$ cat config.mk
export PLATFORM = sky130hd
export DESIGN_NAME = xh_cdb_txdat_sched
export DESIGN_NICKNAME = d
export VERILOG_FILES = /design/src/rtl/xh_cdb_txdat_sched.sv
export SDC_FILE = /design/constraint.sdc
export NUM_CORES = 1
export LEC_CHECK = 0
export BUFFER_PORTS_ARGS = -buffer_cell sky130_fd_sc_hd__buf_2
export CAP_MARGIN = 20
export CORE_AREA = 2 2 466 468
export CTS_CLUSTER_SIZE = 28
export DETAILED_ROUTE_END_ITERATION = 7
export DIE_AREA = 0 0 468 470
export PLACE_DENSITY = 0.3
export SLEW_MARGIN = 20
export SYNTH_ARGS = -nofsm -noshare
export SYNTH_HDL_FRONTEND = slang
export SYNTH_SLANG_ARGS = --single-unit
$ cat constraint.sdc
create_clock -name clk -period 3.6 [get_ports clk]
set_input_delay 0.36 -clock clk [delete_from_list [all_inputs] [get_ports clk]]
set_output_delay 0.36 -clock clk [all_outputs]
set_load 0.03 [all_outputs]
$ cat src/rtl/xh_cdb_txdat_sched.sv
// CDB TX data-channel scheduler: link activation FSM, link-credit accounting,
// round-robin arbitration of two requesters and credit return on deactivation.
module xh_cdb_txdat_sched #(
  parameter int unsigned FLIT_W  = 392,
  parameter int unsigned MAX_CRD = 15
) (
  input  logic              clk,
  input  logic              rst,
  input  logic              req0_valid,
  input  logic [FLIT_W-1:0] req0_flit,
  output logic              req0_ready,
  input  logic              req1_valid,
  input  logic [FLIT_W-1:0] req1_flit,
  output logic              req1_ready,
  input  logic              link_en,
  output logic              txlinkactivereq,
  input  logic              txlinkactiveack,
  input  logic              rx_lcrdv,
  output logic              tx_flitpend,
  output logic              tx_flitv,
  output logic [FLIT_W-1:0] tx_flit,
  output logic              tx_lcrdret,
  output logic [3:0]        crd_cnt,
  output logic              err_crd_ovf
);

  localparam int unsigned CRD_W = 4;

  typedef enum logic [1:0] {
    STOP  = 2'd0,
    ACT   = 2'd1,
    RUN   = 2'd2,
    DEACT = 2'd3
  } state_t;

  state_t state_q;
  state_t state_d;
  logic   prio1_q;
  logic   can_grant;
  logic   crd_ret;
  logic   issue;
  logic   crd_inc;

  // Grants, credit-return issue and credit gain for the current cycle
  always_comb begin
    can_grant       = (state_q == RUN) && (crd_cnt != '0);
    req0_ready      = can_grant && req0_valid && (!prio1_q || !req1_valid);
    req1_ready      = can_grant && req1_valid && (prio1_q || !req0_valid);
    crd_ret         = (state_q == DEACT) && (crd_cnt != '0);
    issue           = req0_ready || req1_ready || crd_ret;
    tx_flitpend     = issue;
    crd_inc         = rx_lcrdv && (state_q != STOP);
    txlinkactivereq = (state_q == ACT) || (state_q == RUN);
  end

  // Link activation next state; link_en is not looked at while draining credits
  always_comb begin
    state_d = state_q;
    case (state_q)
      STOP:    if (link_en) state_d = ACT;
      ACT:     if (txlinkactiveack) state_d = link_en ? RUN : DEACT;
      RUN:     if (!link_en) state_d = DEACT;
      DEACT:   if ((crd_cnt == '0) && !txlinkactiveack) state_d = STOP;
      default: state_d = STOP;
    endcase
  end

  always_ff @(posedge clk) begin
    if (rst) begin
      state_q     <= STOP;
      prio1_q     <= 1'b0;
      crd_cnt     <= '0;
      err_crd_ovf <= 1'b0;
      tx_flitv    <= 1'b0;
      tx_lcrdret  <= 1'b0;
      tx_flit     <= '0;
    end else begin
      state_q    <= state_d;
      tx_flitv   <= issue;
      tx_lcrdret <= crd_ret;

      if (req0_ready) begin
        tx_flit <= req0_flit;
        prio1_q <= 1'b1;
      end else if (req1_ready) begin
        tx_flit <= req1_flit;
        prio1_q <= 1'b0;
      end else if (crd_ret) begin
        tx_flit <= '0;
      end

      // A credit gained and spent in the same cycle cancels out
      if (crd_inc && !issue) begin
        if (crd_cnt == CRD_W'(MAX_CRD)) err_crd_ovf <= 1'b1;
        else                            crd_cnt     <= crd_cnt + CRD_W'(1);
      end else if (issue && !crd_inc) begin
        crd_cnt <= crd_cnt - CRD_W'(1);
      end
    end
  end

endmodule

==> results by stage, run 1 <==
Floorplan:
- After floorplanning, the core was sized to cover 0.216 mm^2.
- The die is between 400 and 500 um tall.
- The width of the die is ~470 um.
- The number of ports placed on the die boundary is roughly 1200.
- The total die area is between 0.2 and 0.25 mm^2.
- The cell row count is around 170.
- The starting density of the core is a little over 9%.

Critical path:
- In this design, the largest share of critical-path delay is due to buffers and inverters.
- The startpoint of the worst-slack reg-to-reg timing path is state_q[0]$_SDFFE_PP0P_.
- The capture point of the worst path is req1_ready.
- Of all nets on the critical path, the largest fanout is between 100 and 150.
- The worst-case reg-to-reg path depth is 9.
- Walking the worst path, the cells encountered are o41ai_2 > buf_12 > buf_4 > a211oi_1 > buf_2.
- The capturing point of the worst reg2reg path is tx_flit[227]$_SDFFE_PP0P_.
- The worst setup path is captured at an output pin.
- The number of buffer and inverter stages on the critical path is 3.
- The worst stage delay on the critical path is around 600 ps.
- The critical path crosses 5 cells after its start point.
- Tracing the worst setup path back leads to its startpoint at crd_cnt[0]$_SDFFE_PP0P_.
- Data arrives at the worst endpoint at around 2800 ps.
- The worst setup slack for register-to-register paths is 480 ps.
- The critical path is of the reg2out type.
- For the worst setup path, the data required time is around 3200 ps.
- For this design, the slowest cell found on the critical path is sky130_fd_sc_hd__o41ai_2.
- The worst setup path is launched from a flop.

Cells and area:
- Relative to the synthesized area, the layout overhead comes to 88.7%.
- In the final layout, the share of cells above drive strength 1 is roughly 33%.
- Counting the fill cells in the layout gives roughly 25000.
- The count of placed standard cells in the final layout, fillers left out is between 7000 and 8000.
- The layout net count is between 4000 and 5000.

Clock network:
- After clock tree synthesis, the flow added hold-fix buffers numbering between 600 and 700.
- The number of clock sinks seen by CTS is 402.
- The buffer count from post-CTS setup fixing is 0.
- The total clock buffers created by CTS is 60.
- The master cell of the clock root buffer is sky130_fd_sc_hd__clkbuf_16.
- Counting along the longest clock path gives a buffer depth of 3.
- The CTS tree is yes.
- For the worst-skew pair, the clock arrives at the later sink with an insertion delay of 700 ps.
- The number of cells upsized or downsized after cts is 0.
- CTS built an H-tree with a depth of 2.
- Clock-pin slew was measured on the worst setup and hold paths at approximately 60 ps.

Synth:
- By instance count, the leading cell after synthesis is sky130_fd_sc_hd__nand2_1.
- The average size of a mapped cell is approximately 8 um^2.
- The commonest cells after synthesis are 626 x sky130_fd_sc_hd__nand2_1, 402 x sky130_fd_sc_hd__dfxtp_1, 394 x sky130_fd_sc_hd__a21oi_1.
- Yosys mapped a number of flops with a built-in enable equal to 0.
- In the synthesized netlist the dominant register cell turns out to be sky130_fd_sc_hd__dfxtp_1.
- By area the synthesized netlist is led by sky130_fd_sc_hd__dfxtp_1 41%, sky130_fd_sc_hd__o211ai_1 12%, sky130_fd_sc_hd__nand2_1 12%, sky130_fd_sc_hd__a311oi_1 10%, sky130_fd_sc_hd__a21oi_1 10%.
- The proportion of synthesized flip-flops having asynchronous set or reset is 0%.
- The post-synthesis cell type count is 34.
- The mapped cell area is 0.0197 mm^2.
- The share of the synthesized area in the top cell type is around two fifths.
- Summing the areas of all compound-gate instances in the mapped netlist gives between 30 and 40% of the synthesized area.
- The mux share of post-synthesis cell area is 0.476%.
- Of all cell types, the one taking the most synthesized area is sky130_fd_sc_hd__dfxtp_1.
- The area share of fa/ha/maj cells after synthesis is less than 1%.
- Summing the sequential cell areas from Yosys gives about two fifths of the chip area.
- The main combinational cell family by area after synthesis is compound AO/OA/AOI/OAI gates.
- The gate count after technology mapping is 2504.
- The post-synthesis simple-gate area fraction is roughly an eighth.
- The number of warnings reported in the yosys synthesis log is 0.
- The synthesized netlist devotes 0.0445% of its cell area to XOR and XNOR gates.
- Synthesis produced a netlist with a net count of approximately 3300.
- The number of flip-flops and latches in the synthesized netlist is roughly 400.

GRT:
- The number of global-route vias before repair is approximately 27000.
- The first global-routing pass estimated between 200000 and 250000 um of wire.
- The initial antenna violation count came to 34.
- Entering global routing, the biggest net connects approximately 160 pins.
- The total congestion overflow is 0.
- For this run, the total global-route usage over all layers was measured as 13.5%.

Detailed routing:
- The first detailed-routing pass took 5 iterations.
- The DRC marker count from the first detailed-route iteration is 1240.
- In this run the remaining antenna-violating nets after routing total 0.
- Summed over all layers, the routed wires come to between 150000 and 200000 um.
- After detailed routing, the average wire length per cell comes to approximately 22 um.
- The routed layout has ~26000 vias.
- In the routed design, unresolved DRC markers number 0.
- Using the TritonRoute via totals, the vias-per-cell ratio works out to 3.73.

Timing:
- The worst path uses around nine tenths of the clock period.
- The clock arrives with 22.9 ps of skew.
- Setup repair after global routing left no endpoint under its margin.
- The maximum achievable frequency is ~320 MHz.
- The hold violation total from the final report is 0.
- Measured against its own limit, the worst slew margin works out to ~24%.
- The final max-slew violation count is 0.
- Adding up every negative setup slack in the final design gives 0 ps.
- The final critical delay including setup and external delays is around 3200 ps.
- For the pin with the worst max-slew slack, the measured transition is 1130 ps.
- The smallest hold slack is approximately 76 ps.
- Setup violations remaining at the end of the flow were counted as 0.

Power and ir drop:
- Dividing total power by cell area gives a power density of about 510 mW/mm^2.
- The maximum VDD drop is between 0.0003 and 0.0004 V.
- The final total power is ~19 mW.
- The static leakage power is 15.4 nW.

Hold path:
- The type of the tightest min-delay check is in2reg.
- The startpoint identified for the worst hold timing path is req1_flit[279].

Run:
- The number of max-cap violations is 0.

Placement:
- Buffers placed on the I/O ports in this run total 1193.
- The number of placed instances, taps included, is between 6000 and 7000.
- The routability congestion estimate is 0.801.
- The wire-length estimate of the detail-placed layout is ~120000 um.

Run status:
- The run finished with clean final reports.
## placed cells by master (no fill, tap or decap), drive strengths merged, types with 2 or more instances in the layout
| cell | count |
|---|---|
| inv | 10 |
| mux2 | 3 |
| o21ai | 2 |
| a21o | 160 |
| dfxtp | 402 |
| mux2i | 6 |
| o41ai | 2 |
| diode | 11 |
| nand2 | 626 |
| bufinv | 3 |
| nor2 | 10 |
| nand3 | 2 |
| clkinvlp | 3 |
| a311oi | 232 |
| a21oi | 394 |
| clkbuf | 86 |
| o211ai | 320 |
| nand2b | 3 |
| clkinv | 12 |
| ha | 6 |
| buf | 1278 |
| dlygate4sd3 | 621 |
| nor2b | 5 |
## cell families (layout without fill, tap and decap cells)
kind of cell,count (synthesis),count (layout)
AOI/OAI and AO/OA,1117,1117
DFF,402,402
xor gates and xnor gates,1,1
and+or+nand+nor,649,649
buffers and inverters,319,2013
adders and majority gates,7,7
other,0,11
muxes,9,9
## per-stage QoR
| stage | utilization (%) | setup WS (ps) | area [um^2] |
|---|---|---|---|
| 2_1_floorplan | - | 563 | 19700 |
| 3_3_place_gp | 13.4 | 789 | 29000 |
| 3_5_place_dp | 13.4 | 816 | 29000 |
| 4_1_cts | 17.2 | 263 | 37200 |
| 5_1_grt | 17.2 | 185 | 37200 |
| 6_report | 17.2 | 430 | 37200 |
## how the worst min path moves through the flow
stage,slack [ps],endpoint,cells past startpoint
3_5_place_dp,440,tx_flit[359]$_SDFFE_PP0P_,2
3_3_place_gp,440,tx_flit[196]$_SDFFE_PP0P_,2
2_1_floorplan,520,tx_flit[101]$_SDFFE_PP0P_,2
5_1_grt,20,tx_flit[353]$_SDFFE_PP0P_,3
4_1_cts,1,tx_flit[279]$_SDFFE_PP0P_,4
6_report,80,tx_flit[279]$_SDFFE_PP0P_,4
## worst reg2reg max path, cell delays in order (launching register included)
cell and delay, ps:
sky130_fd_sc_hd__dfxtp_1 320, sky130_fd_sc_hd__inv_1 110, sky130_fd_sc_hd__ha_1 220, sky130_fd_sc_hd__o41a_1 210, sky130_fd_sc_hd__nand2_4 300, sky130_fd_sc_hd__inv_8 430, sky130_fd_sc_hd__buf_4 460, sky130_fd_sc_hd__nand2_1 110
sky130_fd_sc_hd__a311oi_1 280, sky130_fd_sc_hd__dlygate4sd3_1 610
## routing by layer
layer | up-vias | part of all wire (%) | track usage (%)
met5 | - | 0.12 | 0
met4 | 30 | 2.1 | 2.92
met3 | 155 | 7.0 | 3.57
met2 | 1008 | 51 | 25.1
met1 | 12600 | 39 | 15.3
li1 | 12600 | - | -
## power breakdown
group	internal (mW)	switching, mW	total (mW)
Combinational	2.66	4.63	7.29
Sequential	5.11	0.452	5.56
Clock	3.55	2.54	6.09
## flip-flops by register name, indices dropped and copies added, names as in the netlist
signal,count
tx_flit,392
crd_cnt,4
tx_flitv,1
state_q,2
err_crd_ovf,1
prio1_q,1
tx_lcrdret,1
## cell type report
cell class / instances / area [um^2] / share of cell area (%)
multi-input cells: 1783 / 10400 / 28.0
clock buffers: 86 / 1740 / 4.68
diodes: 11 / 27.5 / 0.0740
inverters: 7 / 48.8 / 0.131
clock inverters: 21 / 219 / 0.589
repair buffers: 1899 / 13100 / 35.3
well taps: 2854 / 3570 / 9.60
flip-flops and latches: 402 / 8050 / 21.7
No activity file was read; power rests on OpenSTA's default activity.
==> run 2, diff against run 1 <==
SETUP_SLACK_MARGIN = 0.5   (was default)
==> run 2 against run 1 <==
Final cell count about the same. Worst hold slack better by 0.66 ps. Critical endpoint is now tx_flit[24]$_SDFFE_PP0P_. Die area stayed put. Core utilization rose by 0.090 points.
==> results by stage, run 2 (synthesis gave the netlist of run 1 again) <==
Timing:
- The final critical delay including setup and external delays is 2970 ps.
- The setup total negative slack is 0 ps.
- Setup violations remaining at the end of the flow were counted as 0.
- The hold violation total from the final report is 0.
- For the final database, setup skew stands at around 22 ps.
- For the pin with the worst max-slew slack, the measured transition is 1100 ps.
- The share of the clock period used by the worst path after layout is between 80% and 90%.
- Derived from the worst setup path, the maximum achievable clock frequency is ~340 MHz.
- Setup repair after global routing could not meet its margin everywhere.
- The final max-slew violation count is 0.
- The tightest slew margin relative to the limit is a little over a quarter.

Clock network:
- The clock slew at the register clock pins of the worst setup and hold paths is 60 ps.
- The CTS tree is yes.
- The cell sitting at the root of the clock tree is a sky130_fd_sc_hd__clkbuf_16.
- The clock passes through at most 3 buffers.
- The clock latency reported for the late side of the worst-skew pair is 700 ps.
- The total clock buffers created by CTS is 60.
- The H-tree depth is 2.
- For this design, the sink count on the clock tree is 402.

Detailed routing:
- The number of vias after detailed routing is 26500.
- The average wire length per cell after detail routing is ~23 um.
- The first routing iteration left around 1300 violations.
- Dividing the detail-routed via count by the number of cells gives 3.75.
- The detailed-route wire length is 160000 um.
- The remaining routing DRC violations is 0.
- Once detail routing completed, the nets flagged for antenna violations numbered 0.
- The length of the first detailed-routing pass in iterations is 7.

Critical path:
- The worst register-to-register path begins at state_q[0]$_SDFFE_PP0P_.
- In this run the worst path has a maximum fanout of 33.
- The worst setup path is captured at a flop.
- On the worst path, the slowest cell contributes a delay of ~600 ps.
- The slowest cell on the critical path is sky130_fd_sc_hd__dlygate4sd3_1.
- STA puts the critical path data required time at about 4200 ps.
- The startpoint of the worst setup timing path is state_q[0]$_SDFFE_PP0P_.
- The arrival time of the worst setup path is roughly 3600 ps.
- The startpoint type of the worst setup path is a flop.
- By instance count, the cell type seen most on the critical path is sky130_fd_sc_hd__buf_4.
- The critical path class is reg2reg.
- The critical path goes through inv_1 > ha_1 > o41ai_4 > buf_4 > buf_4 > nor2_4 > buf_12 > buf_16 > a21oi_1 > a311oi_1 > dlygate4sd3_1.

Placement:
- The total half-perimeter wirelength after legalization and detailed placement is around 120000 um.
- Routability-driven placement finished with a final weighted congestion of ~0.80.
- Input and output buffers added on the ports amount to roughly 1200.
- In this run the cell area measured after placement is 0.0290 mm^2.

Cells and area:
- The area growth from synthesis to layout is 89.7%.
- The layout net count is around 5000.
- The flip-flop and latch area is ~0.0081 mm^2.
- The register with the most flip-flops in the layout has between 300 and 400 of them.
- Of the cells placed in the final design, the portion with a size suffix greater than 1 is approximately a third.
- The most common library cell in the layout ignoring fill and taps is sky130_fd_sc_hd__buf_2.
- In the final layout, the registers with the most flip-flops are tx_flit (392), crd_cnt (4), state_q (2).
- After routing the design area is about 0.037 mm^2.
- Summing all multi-input logic gate instances after layout gives 0.0104 mm^2.
- The filler cell count is about 25000.
- tx_flit holds more flip-flops than any other register.
- Leaving out fill and tap cells, the most frequent cells in the layout are 1190 x sky130_fd_sc_hd__buf_2, 625 x sky130_fd_sc_hd__nand2_1, 621 x sky130_fd_sc_hd__dlygate4sd3_1, 401 x sky130_fd_sc_hd__dfxtp_1, 394 x sky130_fd_sc_hd__a21oi_1.

Floorplan:
- The floorplan step set the die width to between 400 and 500 um.
- Row generation in the floorplan step produced about 170 rows.
- The core area is approximately 0.22 mm^2.
- For this configuration, the core starts out at a cell density of 9.14%.
- The total die area is roughly 0.22 mm^2.
- The number of ports placed on the die boundary is between 1000 and 1500.
- The die is approximately 470 um tall.

Run:
- Max-cap violations in this run came to 0.

Run status:
- The run finished with clean final reports.

GRT:
- Global routing used a little over an eighth of the available tracks across all layers.
- The initial antenna violation count is 34.
- After global routing the overflow that remains totals 0.
- The maximum number of pins on one net before global-route repair is ~160.
- The number of global-route vias before repair is about 27000.
- The global-route wire length before repair is between 200000 and 250000 um.

Hold path:
- The type of the tightest min-delay check is in2reg.
- The worst hold path begins at req1_flit[279].

Power and ir drop:
- Across the VDD grid, the largest voltage drop is 0.000363 V.
- The power per unit of standard cell area is a little over 500 mW/mm^2.
- The static leakage power is about 15 nW.
==> run 2: worst paths after layout <==
| kind | to | slack, ps | depth (start not counted) |
|---|---|---|---|
| worst max-delay path | tx_flit[24]$_SDFFE_PP0P_ | 630 | 11 |
| worst min-delay path | tx_flit[279]$_SDFFE_PP0P_ | 80 | 4 |
| worst max register to register | tx_flit[24]$_SDFFE_PP0P_ | 630 | 11 |
| worst min register to register | tx_flit[53]$_SDFFE_PP0P_ | 450 | 2 |
==> run 2: stage by stage <==
stage	cells	total power [mW]	hold slack (ps)	setup slack, ps	util, %
CTS	7055	19.5	1.13	512	17.3
global route	7066	20.2	19.9	492	17.3
finish	7070	19.1	77.0	634	17.3
floorplan	2504	9.18	520	563	-
detailed placement	6324	12.2	443	816	13.4
global placement	6324	12.2	440	789	13.4
==> run 2: power breakdown <==
part / switching, mW / internal (mW) / leakage (nW)
logic: 4.72 / 2.70 / 11.3
clock network: 2.53 / 3.55 / 0.967
registers: 0.460 / 5.11 / 3.25
==> run 2: worst max-delay path: cells and delay by family (launching register included) <==
family | cells | cell delay (ps)
simple gates | 1 | 150
buf+inv | 6 | 1520
compound gates | 3 | 530
fa+ha+maj | 1 | 250
flops | 1 | 320
==> run 2: final cells by class <==
class | instances | area share [%]
Clock inverter | 21 | 0.586
Clock buffer | 86 | 4.66
Inverter | 7 | 0.181
Sequential cell | 402 | 21.5
Multi-Input combinational cell | 1783 | 27.9
Antenna cell | 12 | 0.0803
Tap cell | 2854 | 9.55
Timing Repair inverter | 1 | 0.0234
Timing Repair Buffer | 1904 | 35.5
==> run 2: repair_timing <==
item                                    CTS  global route
endpoints found under the hold margin   341             0
endpoints found under the setup margin    2           118
hold buffers                            621             0
gates resized for setup                   5             9
pin swaps                                 1             0
cloned                                    2             3
setup buffers                             1             0
==> run 2: routing by layer <==
metal	track usage [%]	part of all wire, %
met5	0	0.11
met4	2.89	2.1
met3	3.58	7.1
met2	25.2	51
met1	15.5	40
